===== config.mk =====
export PLATFORM = sky130hd
export DESIGN_NAME = simon_tone_sequencer_flat
export DESIGN_NICKNAME = d
export VERILOG_FILES = /design/src/rtl/simon_tone_sequencer_pkg.sv /design/src/rtl/simon_tone_sequencer_if.sv /design/src/rtl/simon_tone_sequencer.sv /design/src/flat_wrapper.sv
export SDC_FILE = /design/constraint.sdc
export NUM_CORES = 1
export LEC_CHECK = 0
export CORE_UTILIZATION = 40
export CTS_BUF_LIST = sky130_fd_sc_hd__clkbuf_4 sky130_fd_sc_hd__clkbuf_8
export CTS_CLUSTER_DIAMETER = 50
export DETAILED_ROUTE_END_ITERATION = 8
export HOLD_SLACK_MARGIN = 0.02
export PLACE_DENSITY = 0.63
export REMOVE_ABC_BUFFERS = 1
export SLEW_MARGIN = 20
export SYNTH_ARGS = -nofsm -noshare
export SYNTH_HDL_FRONTEND = slang
export SYNTH_SLANG_ARGS = --single-unit

===== constraint.sdc =====
create_clock -name clk -period 2.7 [get_ports clk]
set_clock_uncertainty 0.15 [all_clocks]
set_input_delay 0.54 -clock clk [delete_from_list [all_inputs] [get_ports clk]]
set_output_delay 0.54 -clock clk [all_outputs]
set_load 0.005 [all_outputs]

===== src/rtl/simon_tone_sequencer_pkg.sv =====
// Shared definitions for the Simon tone sequencer: colour codes, sizing
// constants and the length-clamping helper.
package simon_tone_sequencer_pkg;

  localparam int unsigned COLOUR_W  = 2;
  localparam int unsigned LEN_W     = 6;
  localparam int unsigned ADDR_W    = 5;
  localparam int unsigned MAX_STEPS = 32;

  typedef enum logic [COLOUR_W-1:0] {
    GREEN  = 2'd0,
    RED    = 2'd1,
    BLUE   = 2'd2,
    YELLOW = 2'd3
  } colour_t;

  function automatic logic [LEN_W-1:0] clamp_len(input logic [LEN_W-1:0] len);
    return (len > LEN_W'(MAX_STEPS)) ? LEN_W'(MAX_STEPS) : len;
  endfunction

endpackage


===== src/rtl/simon_tone_sequencer_if.sv =====
// Control, sequence-memory and tone-generator signals of the sequencer.
// master = game-control side, slave = the sequencer itself.
interface simon_tone_sequencer_if;
  import simon_tone_sequencer_pkg::*;

  logic                 start;
  logic                 abort;
  logic [LEN_W-1:0]     length;
  logic [ADDR_W-1:0]    seq_addr;
  colour_t              seq_data;
  logic                 tone_enable;
  colour_t              tone_select;
  logic                 busy;
  logic                 done;

  modport master (
    output start, abort, length, seq_data,
    input  seq_addr, tone_enable, tone_select, busy, done
  );

  modport slave (
    input  start, abort, length, seq_data,
    output seq_addr, tone_enable, tone_select, busy, done
  );

endinterface


===== src/rtl/simon_tone_sequencer.sv =====
// Plays a stored Simon colour sequence: per step one fetch cycle, a fixed
// tone on-time and a silent gap; pulses done when the sequence completes.
module simon_tone_sequencer
  import simon_tone_sequencer_pkg::*;
#(
  parameter int unsigned TONE_CYCLES = 42_000_000,
  parameter int unsigned GAP_CYCLES  = 5_000_000,
  parameter int unsigned TIMER_W     = 26
) (
  input  logic                   clk,
  input  logic                   reset,
  simon_tone_sequencer_if.slave  bus
);

  localparam logic [1:0] S_IDLE  = 2'd0;
  localparam logic [1:0] S_FETCH = 2'd1;
  localparam logic [1:0] S_TONE  = 2'd2;
  localparam logic [1:0] S_GAP   = 2'd3;

  localparam logic [TIMER_W-1:0] TONE_LOAD = TIMER_W'(TONE_CYCLES - 1);
  localparam logic [TIMER_W-1:0] GAP_LOAD  = TIMER_W'(GAP_CYCLES - 1);

  logic [1:0]         state;
  logic [TIMER_W-1:0] timer;
  logic [ADDR_W-1:0]  idx;
  logic [ADDR_W-1:0]  last_idx;
  logic [ADDR_W-1:0]  addr_q;
  colour_t            sel_q;
  logic               en_q;
  logic               busy_q;
  logic               done_q;
  logic [LEN_W-1:0]   len_clamped;

  assign len_clamped = clamp_len(bus.length);

  always_ff @(posedge clk or posedge reset) begin
    if (reset) begin
      state    <= S_IDLE;
      timer    <= '0;
      idx      <= '0;
      last_idx <= '0;
      addr_q   <= '0;
      sel_q    <= GREEN;
      en_q     <= 1'b0;
      busy_q   <= 1'b0;
      done_q   <= 1'b0;
    end else begin
      done_q <= 1'b0;
      if (bus.abort) begin
        state  <= S_IDLE;
        timer  <= '0;
        idx    <= '0;
        addr_q <= '0;
        en_q   <= 1'b0;
        busy_q <= 1'b0;
      end else begin
        case (state)
          S_IDLE: begin
            if (bus.start) begin
              if (len_clamped == '0) begin
                done_q <= 1'b1;
              end else begin
                // Store length-1 so the last-step test is a plain index compare.
                last_idx <= ADDR_W'(len_clamped - LEN_W'(1));
                idx      <= '0;
                addr_q   <= '0;
                busy_q   <= 1'b1;
                state    <= S_FETCH;
              end
            end
          end
          S_FETCH: begin
            sel_q <= bus.seq_data;
            timer <= TONE_LOAD;
            en_q  <= 1'b1;
            state <= S_TONE;
          end
          S_TONE: begin
            if (timer == '0) begin
              timer <= GAP_LOAD;
              en_q  <= 1'b0;
              state <= S_GAP;
            end else begin
              timer <= timer - TIMER_W'(1);
            end
          end
          S_GAP: begin
            if (timer == '0) begin
              if (idx == last_idx) begin
                busy_q <= 1'b0;
                done_q <= 1'b1;
                state  <= S_IDLE;
              end else begin
                idx    <= idx + ADDR_W'(1);
                addr_q <= idx + ADDR_W'(1);
                state  <= S_FETCH;
              end
            end else begin
              timer <= timer - TIMER_W'(1);
            end
          end
          default: state <= S_IDLE;
        endcase
      end
    end
  end

  assign bus.seq_addr    = addr_q;
  assign bus.tone_select = sel_q;
  assign bus.tone_enable = en_q;
  assign bus.busy        = busy_q;
  assign bus.done        = done_q;

endmodule


===== src/flat_wrapper.sv =====
// flat-port wrapper written by rule: the top's interface ports become plain ports
module simon_tone_sequencer_flat import simon_tone_sequencer_pkg::*;
#(
  parameter int unsigned TONE_CYCLES = 42_000_000,
  parameter int unsigned GAP_CYCLES  = 5_000_000,
  parameter int unsigned TIMER_W     = 26
)
  (clk, reset, bus_start, bus_abort, bus_length, bus_seq_data, bus_seq_addr, bus_tone_enable, bus_tone_select, bus_busy, bus_done);
  simon_tone_sequencer_if bus_i ();
  input  logic clk;
  input  logic reset;
  input wire logic [$bits(bus_i.start)-1:0] bus_start;
  input wire logic [$bits(bus_i.abort)-1:0] bus_abort;
  input wire logic [$bits(bus_i.length)-1:0] bus_length;
  input wire logic [$bits(bus_i.seq_data)-1:0] bus_seq_data;
  output wire logic [$bits(bus_i.seq_addr)-1:0] bus_seq_addr;
  output wire logic [$bits(bus_i.tone_enable)-1:0] bus_tone_enable;
  output wire logic [$bits(bus_i.tone_select)-1:0] bus_tone_select;
  output wire logic [$bits(bus_i.busy)-1:0] bus_busy;
  output wire logic [$bits(bus_i.done)-1:0] bus_done;
  assign bus_i.start = bus_start;
  assign bus_i.abort = bus_abort;
  assign bus_i.length = bus_length;
  assign bus_i.seq_data = bus_seq_data;
  assign bus_seq_addr = bus_i.seq_addr;
  assign bus_tone_enable = bus_i.tone_enable;
  assign bus_tone_select = bus_i.tone_select;
  assign bus_busy = bus_i.busy;
  assign bus_done = bus_i.done;
  simon_tone_sequencer #(.TONE_CYCLES(TONE_CYCLES), .GAP_CYCLES(GAP_CYCLES), .TIMER_W(TIMER_W)) u_core (.clk(clk), .reset(reset), .bus(bus_i));
endmodule

==> impl_metrics.py <==
metrics = {
    "run": {
        "max-cap-violations": 0,
    },
    "drt": {
        "wire_per_inst_um": 16.6,
        "vias": 2481,
        "ant_nets": 0,
        "first_pass_iters": 4,
        "drt_wl_total_um": 6940,
        "drtIter0Drc": 227,
        "route.detailed.drc": 0,
        "via_per_inst": 5.94,
    },
    "worst_setup_path": {
        "critPathKind": "reg2reg",
        "end_kind": "flop",
        "cp_slowest_cell": "or4_4",
        "rrSetupSlack_ps": 160,
        "reg2reg_from": "u_core.timer[5]$_DFFE_PP0P_",
        "reg2reg_to": "u_core.idx[1]$_DFFE_PP0P_",
        "worstRegToRegCells": 6,
        "critical_path_arrival_ps": 2610,
        "cp-start-kind": "flop",
        "path_cells": "or4_4 > nor3_4 > and3_4 > nand2_1 > or3_1 > o21ai_0",
        "max_stage_delay_ps": 580,
        "cp_max_fo": 6,
        "cp.required_ps": 2760,
    },
    "yosys": {
        "syn_inst": 294,
        "synth-seq-cells": 43,
        "yosys.area.top_type_share": 0.411,
        "ys.flop_type": "dfrtp_1",
        "synth_area_leaders": "dfrtp_1 41%, a21oi_1 4.8%, o21ai_0 4.4%, ha_1 4.3%, nor2_1 3.3%",
        "synth_area_leader_cell": "dfrtp_1",
        "synth_most_common_cell": "dfrtp_1",
        "ys_seq_area_frac": 0.411,
        "yosys.cell_types.count": 54,
        "synth_area_per_cell_um2": 8.91,
        "synthArstFlopShare": 1.00,
        "synth_area_mm2": 0.00262,
        "yosys_warnings": 0,
        "synth_edf_count": 0,
        "synth_common_cells": "43 x dfrtp_1, 25 x a21oi_1, 23 x nor2_1, 23 x o21ai_0, 21 x nand2_1",
    },
    "min_path": {
        "min_to": "u_core.last_idx[4]$_DFFE_PP0P_",
        "whs_path_depth": 2,
        "hp-class": "reg2reg",
        "hp-start": "u_core.last_idx[4]$_DFFE_PP0P_",
    },
    "placement": {
        "dp_slack_ps": -47.2,
        "io_buffers": 21,
        "gp_congestion": 0.880,
        "post-dp-hpwl_um": 5110,
    },
    "clock_tree": {
        "cts_resized": 0,
        "post_cts_buffers": 0,
        "cts.clk_slew.worst_paths_ps": 80,
        "cts_buffers": 5,
        "ctsHoldBuffers": 0,
        "clk-insertion-delay-late_ps": 300,
        "cts-root-buf": "clkbuf_8",
        "htreeDepth": 2,
        "clock_path_buffers": 2,
        "cts_tree": "built",
        "clock-sinks": 43,
    },
    "sta": {
        "finalSetupViolations": 0,
        "fin_ws_ps": 156,
        "hold_violations": 0,
        "fin_crit_ps": 2540,
        "finalSetupTns_ps": 0,
        "period_share": 0.942,
        "rsz0062_at_grt": "no",
        "relSlewSlack": 0.496,
        "holdWs_ps": 361,
        "worstMarginPinSlew_ps": 757,
        "timing.fmax_mhz": 393,
        "slew_viol_final": 0,
    },
    "global_route": {
        "first_global_vias": 2547,
        "grt_overflow": 0,
        "grt_usage": 0.219,
        "antenna_found_initial": 0,
        "grt_max_degree": 44,
        "grt_pass1_wl_um": 12200,
    },
    "final_layout": {
        "drive_above_1_share": 0.138,
        "syn2layout_area_growth_pct": 22.0,
        "diodes": 0,
        "final_nets": 362,
    },
    "die": {
        "die-area_mm2": 0.00688,
        "start_util": 0.413,
        "die_x_um": 82.9,
        "num_rows": 29,
        "core_area_mm2": 0.00635,
        "io-pin-count": 22,
        "dieHeight_um": 82.9,
    },
    "power": {
        "powerDensity_mw_per_mm2": 876,
        "p_leak_nw": 1.34,
        "max-vdd-ir-drop_mv": 0.524,
    },
    "status": {
        "status": "completed",
    },
}
==> stage by stage <==
step / power (mW) / std cells / util / cell area (um^2)
finish: 2.80 / 418 / 0.503 / 3200
global route: 3.05 / 418 / 0.503 / 3200
CTS: 2.81 / 418 / 0.502 / 3190
detailed placement: 2.38 / 411 / 0.488 / 3100
global placement: 2.35 / 411 / 0.488 / 3100
floorplan: 1.84 / 282 / - / 2560
==> routing by layer <==
metal  GRT usage  up-vias  part of all wire
li1            -     1201                 -
met1       0.281     1206              0.45
met2       0.365       59              0.49
met3      0.0388       15             0.041
met4      0.0909        0             0.023
met5           0        -                 0
==> how the worst max path moves through the flow <==
stage                                startpoint                     endpoint  slack, ps  cells past startpoint
floorplan           u_core.timer[0]$_DFFE_PP0P_    u_core.idx[4]$_DFFE_PP0P_         40                      8
global placement                  bus_length[5]    u_core.idx[1]$_DFFE_PP0P_         40                      8
detailed placement                bus_length[5]    u_core.idx[0]$_DFFE_PP0P_        -50                      8
CTS                 u_core.timer[0]$_DFFE_PP0P_    u_core.idx[1]$_DFFE_PP0P_          8                      8
global route        u_core.state[0]$_DFFE_PP0P_  u_core.timer[4]$_DFFE_PP0P_         40                      7
finish              u_core.timer[5]$_DFFE_PP0P_    u_core.idx[1]$_DFFE_PP0P_        160                      6
==> report_power, final <==
group | switching (mW) | leakage (nW) | total [mW] | internal [mW]
registers | 0.161 | 0.558 | 0.985 | 0.824
logic | 0.772 | 0.730 | 1.39 | 0.618
clock network | 0.222 | 0.0470 | 0.423 | 0.201
==> flip-flops by register name, summed over array words and instances, names as in the netlist <==
| signal | cells |
|---|---|
| u_core.idx | 5 |
| u_core.state | 2 |
| u_core.bus.done | 1 |
| u_core.last_idx | 5 |
| u_core.bus.tone_enable | 1 |
| u_core.bus.tone_select | 2 |
| u_core.timer | 26 |
| u_core.bus.busy | 1 |
==> cell type report <==
type | instances | area, um^2
Sequential cell | 43 | 1080
Timing Repair Buffer | 52 | 443
Tap cell | 77 | 96.3
Multi-Input combinational cell | 230 | 1460
Clock buffer | 6 | 82.6
Clock inverter | 1 | 5.00
Fill cell | 605 | 3150
Inverter | 9 | 33.8
==> worst max-delay path, delay by kind of cell (launching register included) <==
kind | cells | cell delay [ps]
AND/OR/NAND/NOR | 5 | 1670
flip-flops | 1 | 440
AO/OA/AOI/OAI | 1 | 190
==> logic make-up after synthesis <==
group	count (synthesis)	synth area share
muxes	5	0.0205
and+or+nand+nor	112	0.227
AOI/OAI and AO/OA	95	0.233
adders and majority gates	9	0.0430
xor gates and xnor gates	9	0.0301
buffers and inverters	21	0.0353
DFF	43	0.411
==> layout by cell type, fill, tap and decap left out, types with 3 or more instances in the layout <==
| master | instances |
|---|---|
| dfrtp_1 | 43 |
| buf_4 | 31 |
| a21oi_1 | 25 |
| nor2_1 | 23 |
| o21ai_0 | 23 |
| nand2_1 | 21 |
| clkdlybuf4s50_1 | 21 |
| nor3_1 | 17 |
| or3_1 | 9 |
| ha_1 | 9 |
| inv_1 | 8 |
| nand3_1 | 8 |
| nand2b_1 | 7 |
| a311oi_1 | 7 |
| xor2_1 | 6 |
| o31ai_1 | 6 |
| clkbuf_8 | 6 |
| a31oi_1 | 5 |
| nor4_1 | 4 |
| a21o_1 | 4 |
| nor2b_1 | 4 |
| or4_1 | 4 |
| o21a_1 | 3 |
| xnor2_1 | 3 |
| o21ai_1 | 3 |
| a22o_1 | 3 |
| mux2_2 | 3 |
Note: power is estimated with default switching activity, not from simulation.
==> RTL edit, RTL diff (same flow settings) <==
Reset style: synchronous (`reset`), changed in one clocked block.
--- a/src/rtl/simon_tone_sequencer.sv
+++ b/src/rtl/simon_tone_sequencer.sv
@@ -34,5 +34,5 @@
   assign len_clamped = clamp_len(bus.length);
 
-  always_ff @(posedge clk or posedge reset) begin
+  always_ff @(posedge clk) begin
     if (reset) begin
       state    <= S_IDLE;
Formal check against the unedited RTL: differs if reset is asserted again (counterexample within 4 cycles, from zero or initial values and one cycle with reset high); with reset held inactive, the same outputs for 10 cycles.
==> RTL edit against the unedited design <==
Sequential cell count did not move. Highest routed layer unchanged. Utilization rose by 1.6 points. Wire length fell by 7.0%. Maximum frequency barely moved. Design area fell by 2.6%. Worst setup slack got worse by 0.0013 ns. Largest cell class unchanged. Synthesized area fell by 3.9%.
Power is not compared: it rests on default switching activity, and its combinational part moved more than twofold at a synthesized area within 25%.
==> RTL edit: results (changes against the unedited design) <==
Hold Startpoint=u_core.bus.tone_select[1]$_SDFFE_PP0P_; critical path's slowest cell=or4_1; layout cell share with drive strength beyond 1=19.1% (+5.4 points); vias per std cell=5.54 (-6.7%); Routability Congestion=0.885 (+0.60%); Compound-Gate Fraction of Synth Area=16.6% (-6.8 points); top post-synthesis cells by count=dfxtp_1 (43), nor2_1 (38), nand2_1 (22); run status=complete, no violations; Critical Path AT=2.63 ns (+0.02 ns); global-route wire length before repair=11,000 um (-9.9%); sequential area share after synthesis=34.2% (-6.9 points); Synth cell types=57 (+5.6%); post-synthesis xor/xnor area fraction=6.96% (+3.9 points); actual slew at the worst max-slew pin=0.719 ns (-0.0374 ns); mux cell area share after synthesis=1.59% (-0.46 points); worst r2r src=u_core.timer[0]$_SDFFE_PP0P_; Non-Filler Instances=425 (+1.7%); synth top area cells=dfxtp_1 (34%), nor2_1 (5.7%), xor2_1 (4.2%); total global-route track usage=21.5% (-0.41 points); cell count after synthesis=298 (+1.4%); asr flop ratio synth=0% (-100 points); CP max stage delay=0.55 ns (-0.03 ns); Routed WL=6460 um (-7.0%); placed cells=417 (+1.5%); HPWL after DPL=4960 um (-3.0%); Hold Path Sink=u_core.bus.tone_select[1]$_SDFFE_PP0P_; placed instance area=3000 sq um (-3.1%); Hold WS=0.352 ns (-0.00910 ns); Nets=369 (+1.9%); CP Max Fanout=7 (+1); pin count of the biggest net entering global routing=16 (-64%); adder-cell area share of the yosys netlist=3.98% (-0.32 points); Crit Reg-Reg Endpoint=u_core.timer[23]$_SDFFE_PP0P_; Clock Power=roughly 0.46 mW
-- RTL edit: cell types whose count changed in the layout (fill, tap and decap cells not counted), sizes merged, moves of 5 or more --
cell,change
nor4,+6
xnor2,+5
xor2,+6
dfxtp,+43
or3,-5
o21ai,-12
nor2,+18
dfrtp,-43
nand3,+7
a21oi,-11
a32o,+5
nand4,+5
-- RTL edit: layer usage --
layer  global-route usage (%)  vias up  wire length, um
met5                        0        -                0
met4                     5.89        0               64
met1                     29.5     1082             3140
met3                     4.27       10              286
li1                         -     1201                -
met2                     33.9       60             2970
-- RTL edit: layout make-up --
type	count	area, sq um
repair buffers	56	473
multi-input cells	236	1550
clock buffers	8	104
well taps	75	93.8
inverters	7	26.3
flip-flops and latches	43	861
fillers	577	2880
